### config.mk
export PLATFORM = sky130hd
export DESIGN_NAME = rr_arbiter_4
export DESIGN_NICKNAME = d
export VERILOG_FILES = /design/src/rtl/rr_arbiter_4_pkg.sv /design/src/rtl/rr_arbiter_4_pick.sv /design/src/rtl/rr_arbiter_4.sv
export SDC_FILE = /design/constraint.sdc
export NUM_CORES = 1
export LEC_CHECK = 0
export BUFFER_PORTS_ARGS = -buffer_cell sky130_fd_sc_hd__buf_4
export CAP_MARGIN = 15
export CELL_PAD_IN_SITES_DETAIL_PLACEMENT = 1
export CELL_PAD_IN_SITES_GLOBAL_PLACEMENT = 2
export CORE_ASPECT_RATIO = 1.75
export CORE_MARGIN = 4
export CORE_UTILIZATION = 25
export CTS_CLUSTER_DIAMETER = 30
export DETAILED_ROUTE_END_ITERATION = 12
export PLACE_DENSITY_LB_ADDON = 0.05
export SKIP_LAST_GASP = 1
export SYNTH_ARGS = -nofsm -noshare
export SYNTH_HDL_FRONTEND = slang
export SYNTH_SLANG_ARGS = --single-unit
### constraint.sdc
create_clock -name clk -period 4.9 [get_ports clk]
set_clock_uncertainty 0.15 [all_clocks]
set_input_delay 0 -clock clk [delete_from_list [all_inputs] [get_ports clk]]
set_output_delay 0 -clock clk [all_outputs]
set_load 0.03 [all_outputs]
### src/rtl/rr_arbiter_4_pkg.sv
// Shared definitions for the 4-requester round-robin arbiter: state encoding,
// requester count and a one-hot to index helper.
package rr_arbiter_4_pkg;

    localparam int NREQ = 4;

    typedef enum logic {
        ST_IDLE  = 1'b0,
        ST_GRANT = 1'b1
    } state_e;

    function automatic logic [1:0] oh2idx(input logic [NREQ-1:0] oh);
        logic [1:0] idx;
        idx = 2'd0;
        for (int i = 0; i < NREQ; i++) begin
            if (oh[i]) idx = 2'(i);
        end
        return idx;
    endfunction

endpackage

### src/rtl/rr_arbiter_4_pick.sv
// Combinational rotate-priority picker: first requester at or after ptr wins.
module rr_pick4
    import rr_arbiter_4_pkg::*;
(
    input  logic [NREQ-1:0] req,
    input  logic [1:0]      ptr,
    output logic [NREQ-1:0] win_oh,
    output logic            hit
);

    logic [1:0] idx;

    always_comb begin
        win_oh = '0;
        hit    = 1'b0;
        idx    = 2'd0;
        for (int k = 0; k < NREQ; k++) begin
            idx = ptr + 2'(k);
            if (!hit && req[idx]) begin
                win_oh[idx] = 1'b1;
                hit         = 1'b1;
            end
        end
    end

endmodule

### src/rtl/rr_arbiter_4.sv
// Round-robin arbiter for 4 requesters with grant lock and hold timeout.
// Grant, busy and timeout are all registered; gnt is one-hot or zero.
module rr_arbiter_4
    import rr_arbiter_4_pkg::*;
#(
    parameter int MAX_HOLD = 16
) (
    input  logic            clk,
    input  logic            rst_n,
    input  logic [NREQ-1:0] req,
    output logic [NREQ-1:0] gnt,
    output logic            busy,
    output logic            timeout
);

    localparam int HW = $clog2(MAX_HOLD);

    state_e          state_q, state_d;
    logic [NREQ-1:0] gnt_q, gnt_d;
    logic [1:0]      ptr_q, ptr_d;
    logic [HW-1:0]   hold_cnt_q, hold_cnt_d;
    logic            busy_q, busy_d;
    logic            timeout_q, timeout_d;

    logic [NREQ-1:0] win_oh;
    logic            hit;
    logic            owner_req;
    logic            expired;

    rr_pick4 u_pick (
        .req    (req),
        .ptr    (ptr_q),
        .win_oh (win_oh),
        .hit    (hit)
    );

    assign owner_req = |(req & gnt_q);
    assign expired   = (hold_cnt_q == HW'(MAX_HOLD - 1));

    always_comb begin
        state_d    = state_q;
        gnt_d      = gnt_q;
        ptr_d      = ptr_q;
        hold_cnt_d = hold_cnt_q;
        timeout_d  = 1'b0;

        unique case (state_q)
            ST_IDLE: begin
                if (hit) begin
                    state_d    = ST_GRANT;
                    gnt_d      = win_oh;
                    ptr_d      = oh2idx(win_oh) + 2'd1;
                    hold_cnt_d = '0;
                end
            end
            ST_GRANT: begin
                if (owner_req && !expired) begin
                    hold_cnt_d = hold_cnt_q + HW'(1);
                end else if (hit) begin
                    // On expiry the owner sits at lowest priority since ptr
                    // already points past it; it only wins if it is alone.
                    gnt_d      = win_oh;
                    ptr_d      = oh2idx(win_oh) + 2'd1;
                    hold_cnt_d = '0;
                    timeout_d  = owner_req && (win_oh != gnt_q);
                end else begin
                    state_d    = ST_IDLE;
                    gnt_d      = '0;
                    hold_cnt_d = '0;
                end
            end
            default: begin
                state_d = ST_IDLE;
                gnt_d   = '0;
            end
        endcase

        busy_d = |gnt_d;
    end

    always_ff @(posedge clk or negedge rst_n) begin
        if (!rst_n) begin
            state_q    <= ST_IDLE;
            gnt_q      <= '0;
            ptr_q      <= 2'd0;
            hold_cnt_q <= '0;
            busy_q     <= 1'b0;
            timeout_q  <= 1'b0;
        end else begin
            state_q    <= state_d;
            gnt_q      <= gnt_d;
            ptr_q      <= ptr_d;
            hold_cnt_q <= hold_cnt_d;
            busy_q     <= busy_d;
            timeout_q  <= timeout_d;
        end
    end

    assign gnt     = gnt_q;
    assign busy    = busy_q;
    assign timeout = timeout_q;

endmodule
==> impl_summary.txt <==
----------------------------------------------------
[Status]
  Result of the run ... finished clean

[Critical path]
  Startpoint type of the worst setup path ... flop
  Startpoint of the worst setup timing path ... ptr_q[0]$_DFFE_PN0P_
  Maximum net fanout on the critical path ... 12
  Worst flop-to-flop path startpoint ... ptr_q[0]$_DFFE_PN0P_
  Slowest stage cell on the critical path ... dfrtp_1
  Critical Setup Path Class ... reg -> reg
  Endpoint kind of the worst setup timing path ... flop
  Cell-by-cell trace of the critical path ... inv_1, ha_1, inv_1, mux2i_2, a2111oi_2, o21ai_2, xor2_1, o41a_1
  CP Buf/Inv Count ... 2
  Required time reported for the critical path endpoint ... 4870 ps
  Worst R2R Setup Slack ... 1680 ps
  Most frequent cell on the critical path ... inv_1
  Delay-heaviest family, CP ... compound AO/OA/AOI/OAI gates
  Data arrival time of the critical path ... 3200 ps
  Worst path max stage delay ... 680 ps

[Drt]
  Total Routed Length ... 3500 µm
  DR pass1 iterations ... 4
  DR top layer ... met4
  Met3 WL post-DR ... 52 µm
  Detailed-routing wirelength on met1 ... 1220 µm
  Metal2 WL ... 2170 µm
  Number of design rule violations left after detail routing ... 0
  Drt via density ... 5.17
  Detail Route Antenna Nets ... 0
  Number of violations reported at the end of detailed-routing iteration 0 ... 17
  Average routed wire per standard cell ... 18.9 µm
  Vias after detailed routing ... 956

[Logic synthesis]
  Yosys warns ... 0
  Unique masters post-synth ... 35
  Syn Std Cell Area ... 0.00114 mm²
  Share of the yosys chip area belonging to registers ... 28.5%
  Cells taking the most area after synthesis ... dfrtp_1 29%, a2111oi_4 7.2%, ha_1 6.6%
  Mapped Nets ... 128
  Seq cells post-synth ... 13
  Mapped Avg Cell Area ... 9.84 µm²
  Portion of synthesized cell area occupied by the leading cell type ... 28.5%
  Cell count after synthesis ... 116
  Synth area leader ... dfrtp_1

[Clocking]
  Sink count of the clock tree ... 13
  Latest clock arrival within the worst-skew pair ... 250 ps
  TritonCTS clock tree ... done
  Number of buffers inserted during clock tree synthesis ... 3
  Number of cells upsized or downsized after cts ... 0
  Clock transition at the registers of the reported paths ... 60 ps
  Maximum number of buffers from clock root to sink ... 2
  Root Driver ... clkbuf_8
  Maximum level of the CTS H-tree ... 1
  Number of buffers added for setup after CTS ... 0

[GRT]
  Initial antenna violation count ... 0
  Vias in the first global route ... 1041
  Largest net degree at the start of global routing ... 15
  Gr ovfl total ... 0
  All-Layer GR Usage ... 13.2%
  First-pass GRT wire length ... 5700 µm

[Die]
  Die Ht ... 97.4 µm
  Number of rows in the core area ... 32
  Horizontal die dimension ... 59.1 µm
  Initial core utilization ... 25.9%
  Top-level I/O count ... 12
  Core region area ... 0.00440 mm²
  Die area ... 0.00575 mm²

[Finish]
  Share of layout cells above drive strength 1 ... 22.4%
  Antenna diodes ... 0
  Filler cell count in the final layout ... 532
  Multi-input combinational cell area ... 777 µm²
  P&R area growth vs syn ... 19.7%
  Area used by sequential logic in the layout ... 325 µm²
  Net count of the finished layout ... 147
  Utilization after layout ... 31.0%

[Timing]
  Final max-slew violation count ... 0
  Summed negative setup slack over all endpoints ... 0 ps
  Share of the clock period used by the worst path ... 65.8%
  RSZ-0062 raised after global routing ... false
  # setup viols final ... 0
  Worst max-slew margin expressed relative to the limit ... 50.9%
  Worst Hold Slack ... 208 ps
  Peak clock frequency supported by timing ... 310 MHz
  Transition time at the pin with the least slew margin ... 736 ps
  Worst-case setup margin in the final layout ... 1680 ps
  Hold Vio Cnt, Final ... 0
  Min Tclk post-route ... 3220 ps

[Placed design]
  Setup slack after placement ... 1670 ps
  Post-detailed-placement half-perimeter wirelength ... 2840 µm
  Routability-driven placement congestion ratio ... 0.739
  Quantity of I/O buffers inserted on ports ... 11

[Power and ir drop]
  Switch Pwr ... 476 µW
  Fraction of power consumed by sequential logic ... 22.4%
  Maximum resistive drop on vdd ... 279 µV
  Clock network fraction of design power ... 10.5%
  Internal Power ... 464 µW
  Combinational share of power ... 67.1%
  Pwr/cell area ... 689 mW/mm²
  Leak Pwr ... 0.000575 µW
  Total chip power ... 941 µW
  Switching part of the total power ... 50.6%

[Hold path]
  Startpoint of the lowest-slack hold path ... req[3]
  Tightest Hold Check Type ... in -> reg

[Flow run]
  Max-capacitance violation count ... 0

----------------------------------------------------
worst min-delay path: cells and delay by family:
family	cells	cell delay, ps
and+or+nand+nor	4	320
buffers and inverters	1	150
AOI/OAI and AO/OA	1	70
cell type report:
type | count | area share, %
flip-flops and latches | 13 | 23.8
inverters | 6 | 1.65
well taps | 51 | 4.67
multi-input cells | 95 | 56.9
repair buffers | 16 | 9.71
clock buffers | 4 | 3.30
power groups by stage:
| stage | clock, µW | combinational [µW] | sequential [µW] |
|---|---|---|---|
| after floorplan | 0 | 472 | 211 |
| after global routing | 105 | 699 | 221 |
| after detailed placement | 0 | 635 | 216 |
| after CTS | 103 | 645 | 213 |
| final | 99.1 | 631 | 210 |
| after global placement | 0 | 634 | 213 |
what timing repair did:
action | CTS | global route
hold endpoints to repair | 14 | 0
hold buffers | 5 | 0
setup endpoints to repair | 0 | 0
state kept, by name (all words and copies together), names as in the netlist:
signal and count:
gnt 4, hold_cnt_q 4, ptr_q 2, busy 1, state_q 1, timeout 1
final timing paths:
path | cells after the start | endpoint
worst min-delay path | 6 | hold_cnt_q[0]$_DFFE_PN0P_
worst min register to register | 1 | hold_cnt_q[3]$_DFFE_PN0P_
worst max-delay path | 8 | timeout$_DFF_PN0_
max in group asynchronous | 3 | ptr_q[0]$_DFFE_PN0P_
worst max register to register | 8 | timeout$_DFF_PN0_
min in group asynchronous | 3 | state_q$_DFF_PN0_
synthesized netlist by cell type (all sizes together):
library cell	n
a2111oi	5
a21oi	1
a22o	5
a22oi	3
and2	1
and3	8
buf	2
dfrtp	13
ha	6
inv	6
mux2	3
mux2i	4
nand2	8
nand2b	6
nand3	2
nand3b	1
nand4b	1
nor2	9
nor2b	1
nor3	1
nor3b	1
nor4bb	1
o21ai	15
o221a	1
o22ai	5
o31ai	1
o41a	1
or3b	1
xor2	4
logic make-up after synthesis:
group                    after synthesis  share of synthesized area (%)
AO/OA/AOI/OAI                         37                           29.4
buffers and inverters                  8                           3.40
AND/OR/NAND/NOR                       41                           19.4
flip-flops                            13                           28.5
adder cells (fa/ha/maj)                6                           6.58
XOR/XNOR                               4                           3.07
multiplexers                           7                           9.65
metal layers:
layer | vias up | track usage (%)
met5 | - | 0
met4 | 0 | 4.19
met3 | 5 | 0.399
met2 | 16 | 27.2
met1 | 464 | 12.8
li1 | 471 | -
per-stage QoR:
step / cells / cell area (µm²)
after floorplan: 116 / 1140
after global placement: 176 / 1270
after detailed placement: 176 / 1270
after CTS: 185 / 1370
after global routing: 185 / 1370
final: 185 / 1370
cells in the final DEF (no fill, tap or decap), types with 4 or more instances in the layout:
| master | n |
|---|---|
| ha_1 | 6 |
| xor2_1 | 4 |
| nand2_1 | 8 |
| inv_1 | 6 |
| dlygate4sd3_1 | 5 |
| nand2b_1 | 6 |
| o22ai_1 | 5 |
| o21ai_2 | 4 |
| buf_4 | 11 |
| nor2_1 | 9 |
| and3_1 | 8 |
| a22o_1 | 5 |
| o21ai_1 | 7 |
| dfrtp_1 | 13 |
| o21ai_0 | 4 |
(Power assumes the default switching activity.)
